<file path="config.mk">
export PLATFORM = sky130hd
export DESIGN_NAME = uart_rx_byte
export DESIGN_NICKNAME = d
export VERILOG_FILES = /design/src/rtl/uart_rx_byte.sv
export SDC_FILE = /design/constraint.sdc
export NUM_CORES = 1
export LEC_CHECK = 0
export ABC_AREA = 1
export BUFFER_PORTS_ARGS = -buffer_cell sky130_fd_sc_hd__buf_4
export CAP_MARGIN = 20
export CORE_MARGIN = 2
export CORE_UTILIZATION = 40
export CTS_CLUSTER_SIZE = 24
export DETAILED_ROUTE_END_ITERATION = 8
export GPL_TIMING_DRIVEN = 0
export HOLD_SLACK_MARGIN = 0.1
export SYNTH_ARGS = -nofsm -noshare
export SYNTH_HDL_FRONTEND = slang
export SYNTH_SLANG_ARGS = --single-unit
</file>
<file path="constraint.sdc">
create_clock -name clk -period 1.9 [get_ports clk]
set_clock_uncertainty 0.1 [all_clocks]
set_input_delay 0.095 -clock clk [delete_from_list [all_inputs] [get_ports clk]]
set_output_delay 0.095 -clock clk [all_outputs]
set_load 0.005 [all_outputs]
</file>
<file path="src/rtl/uart_rx_byte.sv">
// UART 8N1 receiver: synchronizes and oversamples rx, frames a character, strobes rx_done per good byte.
// Optional parity bit checking is enabled by defining UART_RX_PARITY_EN.
module uart_rx_byte #(
    parameter int unsigned CLK_FREQ = 12000000,
    parameter int unsigned BAUD     = 9600
`ifdef UART_RX_PARITY_EN
    ,
    parameter bit PARITY_ODD = 1'b0
`endif
) (
    input  logic       clk,
    input  logic       rst_n,
    input  logic       rx,
    output logic [7:0] rx_byte,
    output logic       rx_done,
    output logic       frame_err,
    output logic       parity_err,
    output logic       busy
);

    localparam int unsigned CLKS_PER_BIT = CLK_FREQ / BAUD;
    localparam int unsigned CNT_W        = $clog2(CLKS_PER_BIT);
    localparam int unsigned HALF_LAST    = CLKS_PER_BIT / 2 - 1;
    localparam int unsigned BIT_LAST     = CLKS_PER_BIT - 1;

    generate
        if (CLKS_PER_BIT < 4) begin : g_cpb_check
            $error("uart_rx_byte: CLK_FREQ/BAUD must be at least 4");
        end
    endgenerate

    typedef enum logic [2:0] {
        IDLE,
        START,
        DATA,
`ifdef UART_RX_PARITY_EN
        PARITY,
`endif
        STOP
    } state_t;

    state_t             state_q, state_d;
    logic [CNT_W-1:0]   cnt_q, cnt_d;
    logic [2:0]         idx_q, idx_d;
    logic [7:0]         shift_q, shift_d;
    logic [7:0]         byte_d;
    logic               done_d, ferr_d, perr_d, busy_d;
    logic               rx_meta, rxs, rxs_d;
`ifdef UART_RX_PARITY_EN
    logic               par_bad_q, par_bad_d;
`endif

    // Two-flop synchronizer plus one delayed copy for falling-edge detection
    always_ff @(posedge clk or negedge rst_n) begin
        if (!rst_n) begin
            rx_meta <= 1'b1;
            rxs     <= 1'b1;
            rxs_d   <= 1'b1;
        end else begin
            rx_meta <= rx;
            rxs     <= rx_meta;
            rxs_d   <= rxs;
        end
    end

    always_ff @(posedge clk or negedge rst_n) begin
        if (!rst_n) begin
            state_q    <= IDLE;
            cnt_q      <= '0;
            idx_q      <= '0;
            shift_q    <= '0;
            rx_byte    <= 8'h00;
            rx_done    <= 1'b0;
            frame_err  <= 1'b0;
            parity_err <= 1'b0;
            busy       <= 1'b0;
`ifdef UART_RX_PARITY_EN
            par_bad_q  <= 1'b0;
`endif
        end else begin
            state_q    <= state_d;
            cnt_q      <= cnt_d;
            idx_q      <= idx_d;
            shift_q    <= shift_d;
            rx_byte    <= byte_d;
            rx_done    <= done_d;
            frame_err  <= ferr_d;
            parity_err <= perr_d;
            busy       <= busy_d;
`ifdef UART_RX_PARITY_EN
            par_bad_q  <= par_bad_d;
`endif
        end
    end

    // Next-state and next-output logic; all sample points fall mid-bit
    always_comb begin
        state_d = state_q;
        cnt_d   = cnt_q + CNT_W'(1);
        idx_d   = idx_q;
        shift_d = shift_q;
        byte_d  = rx_byte;
        done_d  = 1'b0;
        ferr_d  = 1'b0;
        perr_d  = 1'b0;
`ifdef UART_RX_PARITY_EN
        par_bad_d = par_bad_q;
`endif
        case (state_q)
            IDLE: begin
                cnt_d = '0;
                if (!rxs && rxs_d) state_d = START;
            end
            START: begin
                if (cnt_q == CNT_W'(HALF_LAST)) begin
                    cnt_d   = '0;
                    idx_d   = '0;
                    state_d = rxs ? IDLE : DATA;
                end
            end
            DATA: begin
                if (cnt_q == CNT_W'(BIT_LAST)) begin
                    cnt_d   = '0;
                    shift_d = {rxs, shift_q[7:1]};
                    idx_d   = idx_q + 3'd1;
`ifdef UART_RX_PARITY_EN
                    if (idx_q == 3'd7) state_d = PARITY;
`else
                    if (idx_q == 3'd7) state_d = STOP;
`endif
                end
            end
`ifdef UART_RX_PARITY_EN
            PARITY: begin
                if (cnt_q == CNT_W'(BIT_LAST)) begin
                    cnt_d     = '0;
                    par_bad_d = (^shift_q) ^ rxs ^ PARITY_ODD;
                    state_d   = STOP;
                end
            end
`endif
            STOP: begin
                // Leave at mid-stop-bit so an immediately following start bit is caught
                if (cnt_q == CNT_W'(BIT_LAST)) begin
                    cnt_d   = '0;
                    state_d = IDLE;
                    if (!rxs) begin
                        ferr_d = 1'b1;
`ifdef UART_RX_PARITY_EN
                    end else if (par_bad_q) begin
                        perr_d = 1'b1;
`endif
                    end else begin
                        done_d = 1'b1;
                        byte_d = shift_q;
                    end
                end
            end
            default: state_d = IDLE;
        endcase
        busy_d = (state_d != IDLE);
    end

endmodule

</file>
; After elaboration in Yosys (flattened, before gate mapping)
; Index checks and enable logic that the tools add are counted.
[totals]
latchBits = 0
elab_cells = 49
input_bits = 3
mem_count = 0
mem_bits_rw = 0
rom_bits = 0
out_inout_bits = 12
ff_bits = 39
[op_classes]
mul = 0
n_eq_ne = 8
shift = 0
order_cmp = 0
bitwise = 0
add_sub_neg = 2
mux = 19
n_div = 0
n_reduce_logical = 9
[op_table]
columns = op, count
row1 = case mux 11 bit (3 select lines), 1
row2 = 2-to-1 mux 11 bit, 2
row3 = 2-to-1 mux 3 bit, 7
row4 = case mux 3 bit (4 select lines), 1
row5 = "adder 11 x 1 -> 11 bit, second input constant", 1
row6 = "equality test 11 x 10 -> 1 bit, second input constant", 1
row7 = "equality test 11 bit, second input constant", 1
row8 = "equality test 3 x 2 -> 1 bit, second input constant", 2
row9 = 2-to-1 mux 1 bit, 6
row10 = case mux 3 bit (2 select lines), 1
row11 = AND reduction 3 bit, 2
row12 = "inequality test 2 bit, second input constant", 2
row13 = "adder 3 x 1 -> 3 bit, second input constant", 1
row14 = "equality test 3 x 1 -> 1 bit, second input constant", 1
row15 = "equality test 3 bit, second input constant", 1
row16 = zero test 3 bit, 1
row17 = nonzero test 3 bit, 1
row18 = 2-to-1 mux 2 bit, 1
row19 = AND reduction 2 bit, 1
row20 = nonzero test 2 bit, 1
row21 = OR reduction 2 bit, 1
row22 = logical AND 1 bit, 1
row23 = zero test 1 bit, 1

; Logic depth before layout (Yosys ltp)
[logic_depth]
depth_word = 5
depth_mapped = 9
mapped_depth_nobuf = 9

; Worst setup path before layout
; OpenSTA, ideal clock, no wires.
[synth_timing]
path_kind = reg-to-reg
from = register cnt_q[1]
to = register idx_q[1]
path_stages_with_launch = 9
n_path_buf = 1
t_required_ns = 1.682
arrival_ns = 1.264
setup_time_ns = 0.118
synth_period_minus_slack_ns = 1.482
setup_slack_ns = 0.418
path_cell_list = dfrtp_1 inv_1 ha_1 nand4_1 nor2_4 nand2_4 buf_6 nand3_1 nand2_1
[synth_via]
elab_chain_len = 3
elab_cells_between_ends = 5
classes_between = eq/ne (4) / reduce/logical (1)
[synth_lines]
columns = element, line_no
row1 = from (decl), 43  ; logic [CNT_W-1:0] cnt_q, cnt_d;
row2 = from (signal assigned), 82  ; cnt_q <= cnt_d;
row3 = equality test 11 bit / equality test 11 x 10 -> 1 bit (equally long branches), "122, 115"
row4 = inequality test 2 bit (no line), n/a
row5 = AND reduction 3 bit (no line) *, n/a
row6 = to (signal assigned), 83  ; idx_q <= idx_d;
row7 = to (decl), 44  ; logic [2:0] idx_q, idx_d;
; Every way passes the cells marked *; elsewhere a longest branch is shown, timed or not.
; A chain may end at the register's enable or synchronous reset.

; Worst setup path after layout
[layout_timing]
from = register cnt_q[0]
to = register cnt_q[1]
[layout_via]
elab_chain_len = 3
elab_cells_between_ends = 6
classes_between = add/sub (1) / eq/ne (2) / mux (3)
[layout_lines]
columns = element, line_no
row1 = "adder 11 x 1 -> 11 bit, or another cell as far along", 99  ; cnt_d = cnt_q + CNT_W'(1);
row2 = "2-to-1 mux 11 bit, on equally long branches", "122, 144, 115"
row3 = case mux 11 bit (3 select lines) *, 109  ; case (state_q)
row4 = named net cnt_d[1], 43
; Mark *: on every way through the listed nets, which the timed path passes. The rest lies on a longest branch.

==> flow_metrics.env <==
export IMPL_clkSlewWorstSetupHoldPaths_ns=0.07
export IMPL_routed_wirelength_um=3630
export IMPL_area_growth_pct=14.8
export IMPL_yosys_top_cells_area="dfrtp_1 46%, nand2_1 15%, nand3_1 6.6%"
export IMPL_fin_tns_setup_ns=0
export IMPL_grt_max_degree=40
export IMPL_overflow=0
export IMPL_reg2reg_depth=8
export IMPL_dp_hpwl_um=2580
export IMPL_leakage_uw=0.00121
export IMPL_ys_seq_area_share_pct=50.1
export IMPL_worstSetupEndpoint="cnt_q[1]"
export IMPL_regArea_sq_um=980
export IMPL_final_max_slew_viol_count=0
export IMPL_drive_gt1_share_pct=19.1
export IMPL_ir_worst_vdd_uv=343
export IMPL_dr_total_vias=1515
export IMPL_cts_hold_buf=2
export IMPL_power_frac_clock_pct=36.2
export IMPL_intPower_uw=1140
export IMPL_synth_common_cells="76 x nand2_1, 36 x dfrtp_1, 26 x nand3_1"
export IMPL_die_h_um=73.9
export IMPL_switchingPower_uw=366
export IMPL_cts_sinks=39
export IMPL_synth_flop_cell="dfrtp_1"
export IMPL_worstSetupPathType="reg -> reg"
export IMPL_max_cap_violations=0
export IMPL_cts_buffers=5
export IMPL_reg2reg_to="cnt_q[1]"
export IMPL_combPwrFrac_pct=6.0
export IMPL_hold_viol_final=0
export IMPL_gp_congestion=0.884
export IMPL_async_flop_share_pct=100
export IMPL_yosysWarnings=0
export IMPL_worstSetupStartpoint="cnt_q[0]"
export IMPL_fin_crit_ns=1.72
export IMPL_min_path_type="in -> async"
export IMPL_worstPathMaxFanout=8
export IMPL_clockBufferDepth=2
export IMPL_critPathArrivalTime_ns=1.80
export IMPL_synth_top_area_share_pct=46.0
export IMPL_n_antenna_cell=0
export IMPL_ios=15
export IMPL_r2r_slack_ns=0.18
export IMPL_dpl_cell_area_sq_mm=0.00214
export IMPL_fin_util_pct=47.6
export IMPL_avgSynthCellArea_sq_um=8.43
export IMPL_clock_root_buffer="clkbuf_8"
export IMPL_synth_seq_cells=39
export IMPL_die_w_um=73.9
export IMPL_grt_pass1_vias=1400
export IMPL_syn_area_sq_mm=0.00196
export IMPL_seq_power_share_pct=57.9
export IMPL_worstPathRequired_ns=1.98
export IMPL_synth_most_common_cell="nand2_1"
export IMPL_grt_antenna_before_repair=0
export IMPL_synth_distinct_cells=32
export IMPL_numPortBuffers=13
export IMPL_status="finished, final reports clean"
export IMPL_postSynthCellCount=232
export IMPL_multi_input_area_sq_um=830
export IMPL_r2r_start="cnt_q[0]"
export IMPL_ctsResizeCount=0
export IMPL_post_cts_buffers=0
export IMPL_setup_worst_path_start_class="register"
export IMPL_grt_use_total_pct=15.7
export IMPL_ant_nets=0
export IMPL_synth_top_area_cell="dfrtp_1"
export IMPL_wl_per_cell_um=11.2
export IMPL_synth_edf_count=0
export IMPL_die_area_sq_mm=0.00547
export IMPL_fmax_ghz=0.582
export IMPL_final_nets=263
export IMPL_cp_end_kind="register"
export IMPL_swShare_pct=24.3
export IMPL_rsz0062_at_grt="no"
export IMPL_p_per_area_mw_per_mm2=669
export IMPL_drcViolationCount=0
export IMPL_h_tree_depth=2
export IMPL_dp_slack_ns=0.184
export IMPL_whs_ns=0.209
export IMPL_design_area_sq_mm=0.00225
export IMPL_post_route_period_util_pct=90.5
export IMPL_setup_viol=0
export IMPL_initial_utilization_pct=41.4
export IMPL_tritoncts="built"
export IMPL_setup_ws_ns=0.180
export IMPL_clk_latency_ns=0.29
export IMPL_row_count=25
export IMPL_first_pass_iters=4
export IMPL_core_area_sq_mm=0.00472
export IMPL_grt_first_pass_wirelength_um=6470
export IMPL_nFillCells=485
export IMPL_viasPerCell=4.69
export IMPL_drt_iter0_markers=102
-- cell type report --
| class | instances | share of cell area, % |
|---|---|---|
| sequential | 39 | 43.6 |
| multi-input combinational | 160 | 36.9 |
| timing repair buffer | 15 | 5.23 |
| tap | 67 | 3.73 |
| clock buffer | 6 | 3.23 |
| inverter | 30 | 5.07 |
| clock inverter | 2 | 0.557 |
| buffer | 4 | 1.67 |
-- placed cells by master, fill, tap and decap left out, types with 2 or more instances in the layout --
| cell type | instances |
|---|---|
| nand3_1 | 26 |
| clkinv_2 | 2 |
| buf_4 | 15 |
| nor2_4 | 2 |
| dlygate4sd3_1 | 2 |
| nand4_1 | 6 |
| nand2_2 | 2 |
| inv_1 | 24 |
| and2_1 | 3 |
| nor2b_1 | 2 |
| nor2_1 | 13 |
| inv_2 | 4 |
| nor3_1 | 2 |
| a31oi_1 | 2 |
| dfstp_2 | 3 |
| clkbuf_8 | 5 |
| ha_1 | 5 |
| o21ai_0 | 2 |
| buf_6 | 2 |
| dfrtp_1 | 36 |
| nand3_2 | 4 |
| nor2_2 | 4 |
| nand2_1 | 76 |
| conb_1 | 2 |
-- state kept, by name, summed over array words and instances (netlist names) --
name	count
rx_meta	1
rxs	1
state_q	3
busy	1
shift_q	8
rx_done	1
cnt_q	11
rxs_d	1
rx_byte	8
idx_q	3
frame_err	1
-- metrics by stage --
stage,std cells,power [uW]
CTS,323,1530
global route,323,1580
detailed placement,313,974
floorplan,233,935
finish,323,1500
global placement,313,974
-- kinds of logic after synthesis --
kind of cell,synth area share [%]
compound gates,2.49
xor+xnor,0.448
fa+ha+maj,3.20
buf+inv,7.74
flops,50.1
other cells,0.192
simple gates,35.9
-- worst min path at each step --
stage	slack [ns]	from	depth (start not counted)	endpoint
after floorplan	-0.30	rst_n	0	busy
after global placement	-0.002	rst_n	1	cnt_q[0]
after detailed placement	-0.0005	rst_n	1	cnt_q[0]
after CTS	0.22	rst_n	2	idx_q[1]
after global routing	0.26	rst_n	2	idx_q[1]
final	0.21	rst_n	2	cnt_q[5]
-- power groups by stage --
| stage | sequential, uW | combinational [uW] | clock (uW) |
|---|---|---|---|
| after detailed placement | 886 | 88.0 | 0 |
| after CTS | 870 | 91.6 | 565 |
| after global routing | 874 | 103 | 602 |
| after global placement | 886 | 87.6 | 0 |
| final | 870 | 89.8 | 544 |
| after floorplan | 883 | 52.8 | 0 |
-- worst max-delay path, cell delays in order, from the launching register on --
cell     delay [ns]
dfrtp_1        0.42
inv_1          0.09
ha_1           0.16
nand2_1        0.06
nor2_1         0.20
nand3_1        0.14
nand2_1        0.09
nand3_2        0.17
and2_1         0.19
-- metal layers --
layer	vias up	GRT usage, %	part of all wire [%]
met3	6	5.28	5.4
li1	769	-	-
met4	0	6.06	1.6
met1	703	22.8	52
met5	-	0	0
met2	37	21.8	41
(Power assumes the default switching activity.)
